### config.mk
export PLATFORM = sky130hd
export DESIGN_NAME = bias_add_seq_flat
export DESIGN_NICKNAME = d
export VERILOG_FILES = /design/src/rtl/nn_pkg.sv /design/src/rtl/bias_add_seq_if.sv /design/src/rtl/bias_sat_add.sv /design/src/rtl/bias_add_seq.sv /design/src/flat_wrapper.sv
export SDC_FILE = /design/constraint.sdc
export NUM_CORES = 1
export LEC_CHECK = 0
export ABC_AREA = 1
export CORE_AREA = 4 4 88 90
export CTS_CLUSTER_SIZE = 28
export DETAILED_ROUTE_END_ITERATION = 12
export DIE_AREA = 0 0 92 94
export GPL_ROUTABILITY_DRIVEN = 0
export MAX_ROUTING_LAYER = met4
export PLACE_DENSITY = 0.8
export RECOVER_POWER = 100
export SYNTH_ARGS = -nofsm -noshare
export SYNTH_HDL_FRONTEND = slang
export SYNTH_SLANG_ARGS = --single-unit
### constraint.sdc
create_clock -name clk -period 3.4 [get_ports clk]
set_clock_uncertainty 0.2 [all_clocks]
set_input_delay 0.68 -clock clk [delete_from_list [all_inputs] [get_ports clk]]
set_output_delay 0.68 -clock clk [all_outputs]
set_load 0.01 [all_outputs]
### src/rtl/nn_pkg.sv
// nn_pkg: constants and types shared by the output-layer bias sequencer, the bias ROM
// and the MAC array.
//   NUM_OUT    neurons per inference (bias ROM depth)
//   ADDR_W     bias ROM address width
//   ACC_W      signed accumulator width from the MAC array
//   BIAS_W     signed bias word width
//   OUT_W      signed saturated logit width
//   BIAS_SHIFT left shift taking the bias Q-format to the accumulator Q-format
package nn_pkg;

    localparam int unsigned NUM_OUT    = 10;
    localparam int unsigned ADDR_W     = 4;
    localparam int unsigned ACC_W      = 32;
    localparam int unsigned BIAS_W     = 16;
    localparam int unsigned OUT_W      = 16;
    localparam int unsigned BIAS_SHIFT = 8;

    typedef enum logic [1:0] {
        StIdle,
        StRun,
        StFlush,
        StDone
    } seq_state_e;

endpackage

### src/rtl/bias_add_seq_if.sv
// bias_add_seq_if: stream and ROM signals of the bias sequencer.
//   acc_valid/acc_ready/acc_data         MAC sum stream into the sequencer
//   bias_addr/bias_data                  combinational-read bias ROM port
//   out_valid/out_ready/out_data/
//   out_idx/out_last                     logit stream out of the sequencer
// Modports: master = sequencer side, slave = environment side (MAC, ROM, consumer).
interface bias_add_seq_if;
    import nn_pkg::*;

    logic                     acc_valid;
    logic                     acc_ready;
    logic signed [ACC_W-1:0]  acc_data;
    logic [ADDR_W-1:0]        bias_addr;
    logic signed [BIAS_W-1:0] bias_data;
    logic                     out_valid;
    logic                     out_ready;
    logic signed [OUT_W-1:0]  out_data;
    logic [ADDR_W-1:0]        out_idx;
    logic                     out_last;

    modport master (
        input  acc_valid, acc_data, bias_data, out_ready,
        output acc_ready, bias_addr, out_valid, out_data, out_idx, out_last
    );

    modport slave (
        output acc_valid, acc_data, bias_data, out_ready,
        input  acc_ready, bias_addr, out_valid, out_data, out_idx, out_last
    );

endinterface

### src/rtl/bias_sat_add.sv
// bias_sat_add: combinational bias add with saturation.
//   acc  in  AccW   signed accumulator value
//   bias in  BiasW  signed bias word
//   sat  out OutW   sat(sext(acc) + (sext(bias) <<< BiasShift)), sum formed in AccW+1 bits
module bias_sat_add import nn_pkg::*; #(
    parameter int unsigned AccW      = ACC_W,
    parameter int unsigned BiasW     = BIAS_W,
    parameter int unsigned OutW      = OUT_W,
    parameter int unsigned BiasShift = BIAS_SHIFT
) (
    input  logic signed [AccW-1:0]  acc,
    input  logic signed [BiasW-1:0] bias,
    output logic signed [OutW-1:0]  sat
);

    localparam int unsigned SumW = AccW + 1;

    logic signed [SumW-1:0] acc_ext;
    logic signed [SumW-1:0] bias_ext;
    logic signed [SumW-1:0] sum;

    always_comb begin
        acc_ext  = SumW'(acc);
        bias_ext = SumW'(bias) <<< BiasShift;
        sum      = acc_ext + bias_ext;
        // In range iff every bit from the output sign bit upward agrees.
        if ((&sum[SumW-1:OutW-1]) || !(|sum[SumW-1:OutW-1])) begin
            sat = sum[OutW-1:0];
        end else if (sum[SumW-1]) begin
            sat = {1'b1, {(OutW-1){1'b0}}};
        end else begin
            sat = {1'b0, {(OutW-1){1'b1}}};
        end
    end

endmodule

### src/rtl/bias_add_seq.sv
// bias_add_seq: output-layer bias sequencer. On start it walks the NUM_OUT neurons, drives the
// bias ROM address, adds the aligned bias to each streamed MAC sum, saturates, and emits one
// logit per neuron.
//   clk       clock, rising edge
//   rst_n     synchronous active-low reset (aborts a pass, no done)
//   start     1-cycle pulse, honoured only in idle
//   bus       bias_add_seq_if.master: acc stream in, bias ROM port, logit stream out
//   busy      high from accepted start until the pass returns to idle
//   done      1-cycle pulse when the last logit has been taken
//   class_idx argmax of the pass logits (lower index wins ties) when BIAS_ARGMAX_EN is
//             defined; tied to 0 otherwise
module bias_add_seq import nn_pkg::*; (
    input  logic               clk,
    input  logic               rst_n,
    input  logic               start,
    bias_add_seq_if.master     bus,
    output logic               busy,
    output logic               done,
    output logic [ADDR_W-1:0]  class_idx
);

    seq_state_e              state_q, state_d;
    logic [ADDR_W-1:0]       idx_q, idx_d;
    logic                    out_valid_q, out_valid_d;
    logic signed [OUT_W-1:0] out_data_q, out_data_d;
    logic [ADDR_W-1:0]       out_idx_q, out_idx_d;
    logic                    out_last_q, out_last_d;

    logic                    acc_ready;
    logic                    accept;
    logic                    pop;
    logic                    is_last;
    logic signed [OUT_W-1:0] sat;

    bias_sat_add #(
        .AccW      (ACC_W),
        .BiasW     (BIAS_W),
        .OutW      (OUT_W),
        .BiasShift (BIAS_SHIFT)
    ) u_sat (
        .acc  (bus.acc_data),
        .bias (bus.bias_data),
        .sat  (sat)
    );

    always_ff @(posedge clk) begin
        if (!rst_n) begin
            state_q     <= StIdle;
            idx_q       <= '0;
            out_valid_q <= 1'b0;
            out_data_q  <= '0;
            out_idx_q   <= '0;
            out_last_q  <= 1'b0;
        end else begin
            state_q     <= state_d;
            idx_q       <= idx_d;
            out_valid_q <= out_valid_d;
            out_data_q  <= out_data_d;
            out_idx_q   <= out_idx_d;
            out_last_q  <= out_last_d;
        end
    end

    always_comb begin
        state_d     = state_q;
        idx_d       = idx_q;
        out_valid_d = out_valid_q;
        out_data_d  = out_data_q;
        out_idx_d   = out_idx_q;
        out_last_d  = out_last_q;

        // Single output register: a new sum may enter only if the held logit leaves this cycle.
        acc_ready = (state_q == StRun) && (!out_valid_q || bus.out_ready);
        accept    = bus.acc_valid && acc_ready;
        pop       = out_valid_q && bus.out_ready;
        is_last   = (idx_q == ADDR_W'(NUM_OUT - 1));

        if (pop) begin
            out_valid_d = 1'b0;
        end
        if (accept) begin
            out_valid_d = 1'b1;
            out_data_d  = sat;
            out_idx_d   = idx_q;
            out_last_d  = is_last;
            // Hold on the last neuron so the counter never wraps within a pass.
            if (!is_last) begin
                idx_d = idx_q + ADDR_W'(1);
            end
        end

        unique case (state_q)
            StIdle: begin
                if (start) begin
                    state_d = StRun;
                    idx_d   = '0;
                end
            end
            StRun: begin
                if (accept && is_last) begin
                    state_d = StFlush;
                end
            end
            StFlush: begin
                // Only the last logit can be pending here.
                if (pop) begin
                    state_d = StDone;
                end
            end
            StDone: begin
                state_d = StIdle;
                idx_d   = '0;
            end
            default: begin
                state_d = StIdle;
                idx_d   = '0;
            end
        endcase
    end

    assign bus.acc_ready = acc_ready;
    assign bus.bias_addr = idx_q;
    assign bus.out_valid = out_valid_q;
    assign bus.out_data  = out_data_q;
    assign bus.out_idx   = out_idx_q;
    assign bus.out_last  = out_last_q;
    assign busy          = (state_q != StIdle);
    assign done          = (state_q == StDone);

`ifdef BIAS_ARGMAX_EN
    logic signed [OUT_W-1:0] max_val_q, max_val_d;
    logic [ADDR_W-1:0]       max_idx_q, max_idx_d;
    logic [ADDR_W-1:0]       class_idx_q, class_idx_d;

    always_ff @(posedge clk) begin
        if (!rst_n) begin
            max_val_q   <= '0;
            max_idx_q   <= '0;
            class_idx_q <= '0;
        end else begin
            max_val_q   <= max_val_d;
            max_idx_q   <= max_idx_d;
            class_idx_q <= class_idx_d;
        end
    end

    always_comb begin
        max_val_d   = max_val_q;
        max_idx_d   = max_idx_q;
        class_idx_d = class_idx_q;
        // First neuron seeds the max; strict compare keeps the lower index on ties.
        if (accept && ((idx_q == '0) || (sat > max_val_q))) begin
            max_val_d = sat;
            max_idx_d = idx_q;
        end
        if (state_q == StDone) begin
            class_idx_d = max_idx_q;
        end
    end

    assign class_idx = class_idx_q;
`else
    assign class_idx = '0;
`endif

endmodule

### src/flat_wrapper.sv
// flat-port wrapper written by rule: the top's interface ports become plain ports
module bias_add_seq_flat import nn_pkg::*;
  (clk, rst_n, start, busy, done, class_idx, bus_acc_valid, bus_acc_data, bus_bias_data, bus_out_ready, bus_acc_ready, bus_bias_addr, bus_out_valid, bus_out_data, bus_out_idx, bus_out_last);
  bias_add_seq_if bus_i ();
  input  logic clk;
  input  logic rst_n;
  input  logic start;
  output logic busy;
  output logic done;
  output logic [ADDR_W-1:0] class_idx;
  input wire logic [$bits(bus_i.acc_valid)-1:0] bus_acc_valid;
  input wire logic [$bits(bus_i.acc_data)-1:0] bus_acc_data;
  input wire logic [$bits(bus_i.bias_data)-1:0] bus_bias_data;
  input wire logic [$bits(bus_i.out_ready)-1:0] bus_out_ready;
  output wire logic [$bits(bus_i.acc_ready)-1:0] bus_acc_ready;
  output wire logic [$bits(bus_i.bias_addr)-1:0] bus_bias_addr;
  output wire logic [$bits(bus_i.out_valid)-1:0] bus_out_valid;
  output wire logic [$bits(bus_i.out_data)-1:0] bus_out_data;
  output wire logic [$bits(bus_i.out_idx)-1:0] bus_out_idx;
  output wire logic [$bits(bus_i.out_last)-1:0] bus_out_last;
  assign bus_i.acc_valid = bus_acc_valid;
  assign bus_i.acc_data = bus_acc_data;
  assign bus_i.bias_data = bus_bias_data;
  assign bus_i.out_ready = bus_out_ready;
  assign bus_acc_ready = bus_i.acc_ready;
  assign bus_bias_addr = bus_i.bias_addr;
  assign bus_out_valid = bus_i.out_valid;
  assign bus_out_data = bus_i.out_data;
  assign bus_out_idx = bus_i.out_idx;
  assign bus_out_last = bus_i.out_last;
  bias_add_seq u_core (.clk(clk), .rst_n(rst_n), .start(start), .bus(bus_i), .busy(busy), .done(done), .class_idx(class_idx));
endmodule
Word level (Yosys, flattened, before mapping)
Index checks and enable logic that the tools add are counted.
W data, S select, Z words.
Operators by class
  add/subtract/negate cells: 2
  eq/ne operators: 7
  mux-type cells: 12
  reductions and logical operators: 14
Operator list (count)
  $add A32 B24 Y33: 1
  $mux W16: 2
  $reduce_and A18 Y1: 1
  $reduce_or A18 Y1: 1
  $mux W4: 3
  $pmux W2 S4: 1
  $pmux W4 S2: 1
  $mux W2: 3
  $add A4 B1 Y4 const B: 1
  $eq A2 B2 Y1 const B: 2
  $eq A4 B4 Y1 const B: 1
  $logic_and A1 B1 Y1: 4
  $ne A2 B2 Y1 const B: 2
  $reduce_bool A2 Y1: 2
  $reduce_and A3 Y1: 1
  $eq A2 B1 Y1 const B: 1
  $logic_not A1 Y1: 2
  $logic_not A2 Y1: 1
  $logic_or A1 B1 Y1: 2
  $mux W1: 2
  $ne A2 B1 Y1 const B: 1
Word-level totals
  flip-flop bits (word level): 28
  bits of input ports: 53
  output and inout port bits: 33
  logic and storage cells: 41

Depth between registers and ports, before layout
  word-level depth: 7
  gate-level depth with buffers: 18
  gate-level depth less buffers: 17

Modules after synthesis
From an unflattened synthesis, not the netlist that was laid out.
Second synthesis, totals
  cell total of the unflattened synthesis: 614
  area, all modules: 3597.2 µm²
By module, submodules not included
  bias_sat_add: instances 1, cells an instance 457, area each 2262.2 µm², sequential area each 0.0 µm²
  bias_add_seq: instances 1, cells an instance 157, area each 1335.0 µm², sequential area each 560.5 µm²

Worst setup path before layout
OpenSTA, ideal clock, no wires.
  kind: input to register
  start point: in bus_bias_data[0]
  end point: reg u_core.out_data_q[10], in the netlist u_core.bus.out_data[10]
  library setup time: 0.122 ns
  arrival: 2.713 ns
  required time: 3.078 ns
  path slack: 0.365 ns
  stages on the path: 17
  path buffers: 1
  cells stage by stage: ha_1 > fa_1 > nand2_1 > nand2_1 > nand3_1 > nand2_1 > nand2_1 > nand2_1 > nand2_1 > nand2_1 > nand2_1 > nand3_1 > nor2_4 > nand4_4 > a21oi_4 > buf_8 > a21oi_2
On the way
  longest elaborated chain between the ends: 5
  elaborated cells on any way between the ends: 7
  those cells by class: add/sub: 1; mux: 2; reduce/logical: 4
Ends and longest elaborated chain
  start, declared: line flat_wrapper.sv:13  | input wire logic [$bits(bus_i.bias_data)-1:0] bus_bias_data;
  $add A32 B24 Y33 *: line bias_sat_add.sv:25  | sum = acc_ext + bias_ext;
  $reduce_or A18 Y1: line bias_sat_add.sv:27  | if ((&sum[SumW-1:OutW-1]) || !(|sum[SumW-1:OutW-1])) begin
  $logic_not A1 Y1: line bias_sat_add.sv:27
  $logic_or A1 B1 Y1: line bias_sat_add.sv:27
  $mux W16 *: line bias_sat_add.sv:27
  end signal, assigned: line bias_add_seq.sv:58  | out_data_q <= out_data_d;
  end, declared: line bias_add_seq.sv:25  | logic signed [OUT_W-1:0] out_data_q, out_data_d;
Every way passes the cells marked *; elsewhere a longest branch is shown, timed or not.
A chain may end at the register's enable or synchronous reset.

Worst setup path after layout
  start point: in bus_acc_data[8]
  end point: reg u_core.out_data_q[9], in the netlist u_core.bus.out_data[9]
On the way
  longest elaborated chain between the ends: 5
  elaborated cells on any way between the ends: 7
  those cells by class: add/sub: 1; mux: 2; reduce/logical: 4
Ends and longest elaborated chain
  start, declared: line flat_wrapper.sv:12  | input wire logic [$bits(bus_i.acc_data)-1:0] bus_acc_data;
  $add A32 B24 Y33 *: line bias_sat_add.sv:25
  $reduce_or A18 Y1: line bias_sat_add.sv:27
  $logic_not A1 Y1: line bias_sat_add.sv:27
  $logic_or A1 B1 Y1: line bias_sat_add.sv:27
  $mux W16 *: line bias_sat_add.sv:27
Marked as above.

==> flow_metrics.py <==
metrics = {
    "run_status": {
        "status": "finished clean",
    },
    "final_layout": {
        "area_growth_pct": 41.8,
        "drive_above_1_share": 0.205,
        "antenna_cells": 0,
        "nFillCells": 617,
        "final_nets": 797,
    },
    "worst_setup_path": {
        "startpoint_type": "input port",
        "r2r-end": "u_core.bus.out_data[9]",
        "crit_slowest_cell": "clkdlybuf4s50_1",
        "max_stage_delay_ns": 0.47,
        "path_cells": "clkdlybuf4s50_1 -> ha_2 -> fa_2 -> nand2_2 -> nand2_2 -> nand3_1 -> nand2_2 -> nand2_2 -> nand2_1 -> nand2_1 -> buf_4 -> nand3_1 -> nand3_1 -> nor2_4 -> nand4_4 -> a21oi_4 -> clkbuf_16 -> a21oi_2",
        "crit_start": "bus_acc_data[8]",
        "reg2reg_slack_ns": 0.94,
        "endpoint_kind": "register",
        "crit_top_cell": "nand2_2",
        "cp_data_arrival_time_ns": 3.25,
        "critical_path_class": "in2reg",
        "cp_max_fo": 7,
        "r2r_start": "u_core.state_q[1]",
        "endpoint": "u_core.bus.out_data[9]",
        "ff2ff_path_depth": 9,
        "critPathRequiredTime_ns": 3.36,
    },
    "route": {
        "vias_per_cell": 5.09,
        "drt_iter0_drc": 183,
        "remaining_drc_errors": 0,
        "dr.pass1.iters": 5,
        "vias": 4122,
        "final_antenna_net_count": 0,
        "detail_route.wl_per_cell_microns": 12.1,
        "wirelength_mm": 9.83,
    },
    "logic_synthesis": {
        "synth_top_area_frac": 0.217,
        "synth_edf_count": 0,
        "ys_seq_elements": 28,
        "async_reset_ff_frac": 0,
        "ys_seq_area_frac": 0.163,
        "synth_ff_type": "dfxtp_1",
        "yosysWarnings": 0,
        "avgSynthCellArea_sq_um": 5.95,
        "synth_area_leader_cell": "nand2_1",
        "synth.cells.most_frequent": "199 x nand2_1, 75 x inv_1, 42 x nand3_1, 42 x nor2_1, 30 x ha_1",
        "yosysUniqueCellTypes": 32,
        "syn_inst": 580,
        "synth_area_leaders": "nand2_1 22%, dfxtp_1 16%, ha_1 11%",
        "yosysMostFrequentCell": "nand2_1",
        "syn_area_sq_um": 3450,
    },
    "placed_design": {
        "dp_hpwl_mm": 8.03,
        "portBuffers": 81,
    },
    "global_route": {
        "grt.overflow.total": 0,
        "grt_max_degree": 23,
        "grt_pass1_wl_mm": 15.7,
        "grt_pass1_vias": 3791,
        "track_usage": 0.222,
        "grt_antenna_before_repair": 0,
    },
    "clock_tree": {
        "clock-sinks": 28,
        "insertion_delay_ns": 0.27,
        "cts_hold_buffers": 0,
        "cts_tree": "done",
        "root_buffer": "clkbuf_8",
        "clock_path_buffers": 2,
        "numCtsBuffers": 3,
        "ctsHtreeMaxLevel": 1,
        "clkTransAtPathRegs_ns": 0.09,
    },
    "floorplanning": {
        "die_w_microns": 92,
        "die-area_sq_um": 8650,
        "num_rows": 31,
        "initial_core_util": 0.488,
        "ioPinCount": 86,
        "die_y_microns": 94,
        "coreArea_sq_um": 7060,
    },
    "pwr": {
        "irDropWorstVdd_mv": 0.167,
        "finalPower_mw": 1.51,
        "p_per_area_nw_per_um2": 308,
        "leakage_nw": 2.50,
    },
    "run": {
        "maxCapViolations": 0,
    },
    "sta": {
        "fin_crit_ns": 3.29,
        "setup_viol": 0,
        "hold_violations": 0,
        "slew_headroom": 0.521,
        "worst_pin_slew_ns": 0.718,
        "period_share": 0.967,
        "slew_viol_final": 0,
        "timing.fmax_mhz": 304,
        "finalHoldWorstSlack_ns": 0.278,
    },
    "min_path": {
        "hold_path_class": "reg2reg",
    },
}
-- cells by family after synthesis --
logic type,Yosys count,share of synthesized area
AO/OA/AOI/OAI,71,0.124
adder cells (fa/ha/maj),31,0.115
AND/OR/NAND/NOR,338,0.447
buffers and inverters,99,0.120
XOR/XNOR,12,0.0305
other,1,0.00109
flip-flops,28,0.163
-- cells in the final DEF, fill, tap and decap left out, types with 2 or more instances in the layout --
cell type	n
inv_1	75
dfxtp_1	28
dlygate4sd3_1	30
nand4_1	9
buf_4	50
nand2_1	191
clkbuf_8	3
nor3_2	5
nor2_4	4
nand3_1	42
inv_2	14
ha_4	3
xnor2_1	4
ha_1	23
xor2_1	8
nand2_4	3
a21oi_2	15
o21ai_0	27
buf_12	2
ha_2	4
conb_1	4
nor2_1	41
nand2_2	29
nor2_2	4
a31oi_1	2
nor3_1	3
clkdlybuf4s50_1	50
nand3_2	5
a21oi_1	24
-- registers in the layout (all words and copies together), names as in the netlist --
name	cells
u_core.bus.out_data	16
u_core.state_q	2
u_core.bus.out_valid	1
u_core.bus.out_idx	4
u_core.bus.bias_addr	4
u_core.bus.out_last	1
-- through the flow --
step	cell area, sq um	TNS, ns	worst slack (ns)	util	instances
3_3_place_gp	4690	-3.30	-0.227	0.665	802
2_1_floorplan	3460	0	0.365	-	583
4_1_cts	4740	0	0.0190	0.672	805
3_5_place_dp	4690	-4.36	-0.301	0.665	802
6_report	4890	0	0.113	0.692	810
5_1_grt	4890	-0.0646	-0.0161	0.692	810
-- power by group --
part	total [mW]	internal, mW	switching [mW]
clock network	0.176	0.0795	0.0963
logic	0.907	0.405	0.502
registers	0.422	0.387	0.0355
total	1.51	0.871	0.634
-- metal layers --
layer,GRT usage,vias up,part of all wire,wire (microns)
met1,0.254,1868,0.41,4080
met2,0.400,133,0.50,4910
met5,-,-,0,0
met4,0.0891,0,0.023,229
li1,-,2096,-,-
met3,0.0192,25,0.063,615
-- worst max-delay path: cells and delay by family --
| family | cells | cell delay [ns] |
|---|---|---|
| AO/OA/AOI/OAI | 2 | 0.29 |
| AND/OR/NAND/NOR | 11 | 1.09 |
| buffers and inverters | 3 | 0.80 |
| adder cells (fa/ha/maj) | 2 | 0.40 |
-- final cells by class --
cell class                      instances  area, sq um  area share
Sequential cell                        28          561       0.115
Inverter                               89          334      0.0683
Multi-Input combinational cell        456         2570       0.526
Clock buffer                            3         41.3     0.00845
Tap cell                               99          124      0.0253
Timing Repair Buffer                  135         1260       0.257
-- worst min path at each step --
stage / endpoint / cells past startpoint / slack [ns] / start
2_1_floorplan: u_core.bus.out_data[15] / 2 / 0.29 / u_core.bus.out_data[15]
3_3_place_gp: u_core.bus.out_idx[2] / 2 / 0.26 / u_core.bus.out_idx[2]
3_5_place_dp: u_core.bus.out_idx[2] / 2 / 0.26 / u_core.bus.out_idx[2]
4_1_cts: u_core.bus.out_idx[2] / 2 / 0.28 / u_core.bus.out_idx[2]
5_1_grt: u_core.bus.out_idx[3] / 2 / 0.30 / u_core.bus.out_idx[3]
6_report: u_core.bus.out_idx[3] / 2 / 0.28 / u_core.bus.out_idx[3]
-- repair_timing --
action                                 4_1_cts  5_1_grt
gates resized for setup                      1       20
setup endpoints to repair                   14       15
gates cloned                                 0        1
buffers inserted                             0        4
endpoints found under the hold margin        0        0
pin swaps                                    0        8
Note: power is estimated with default switching activity, not from simulation.
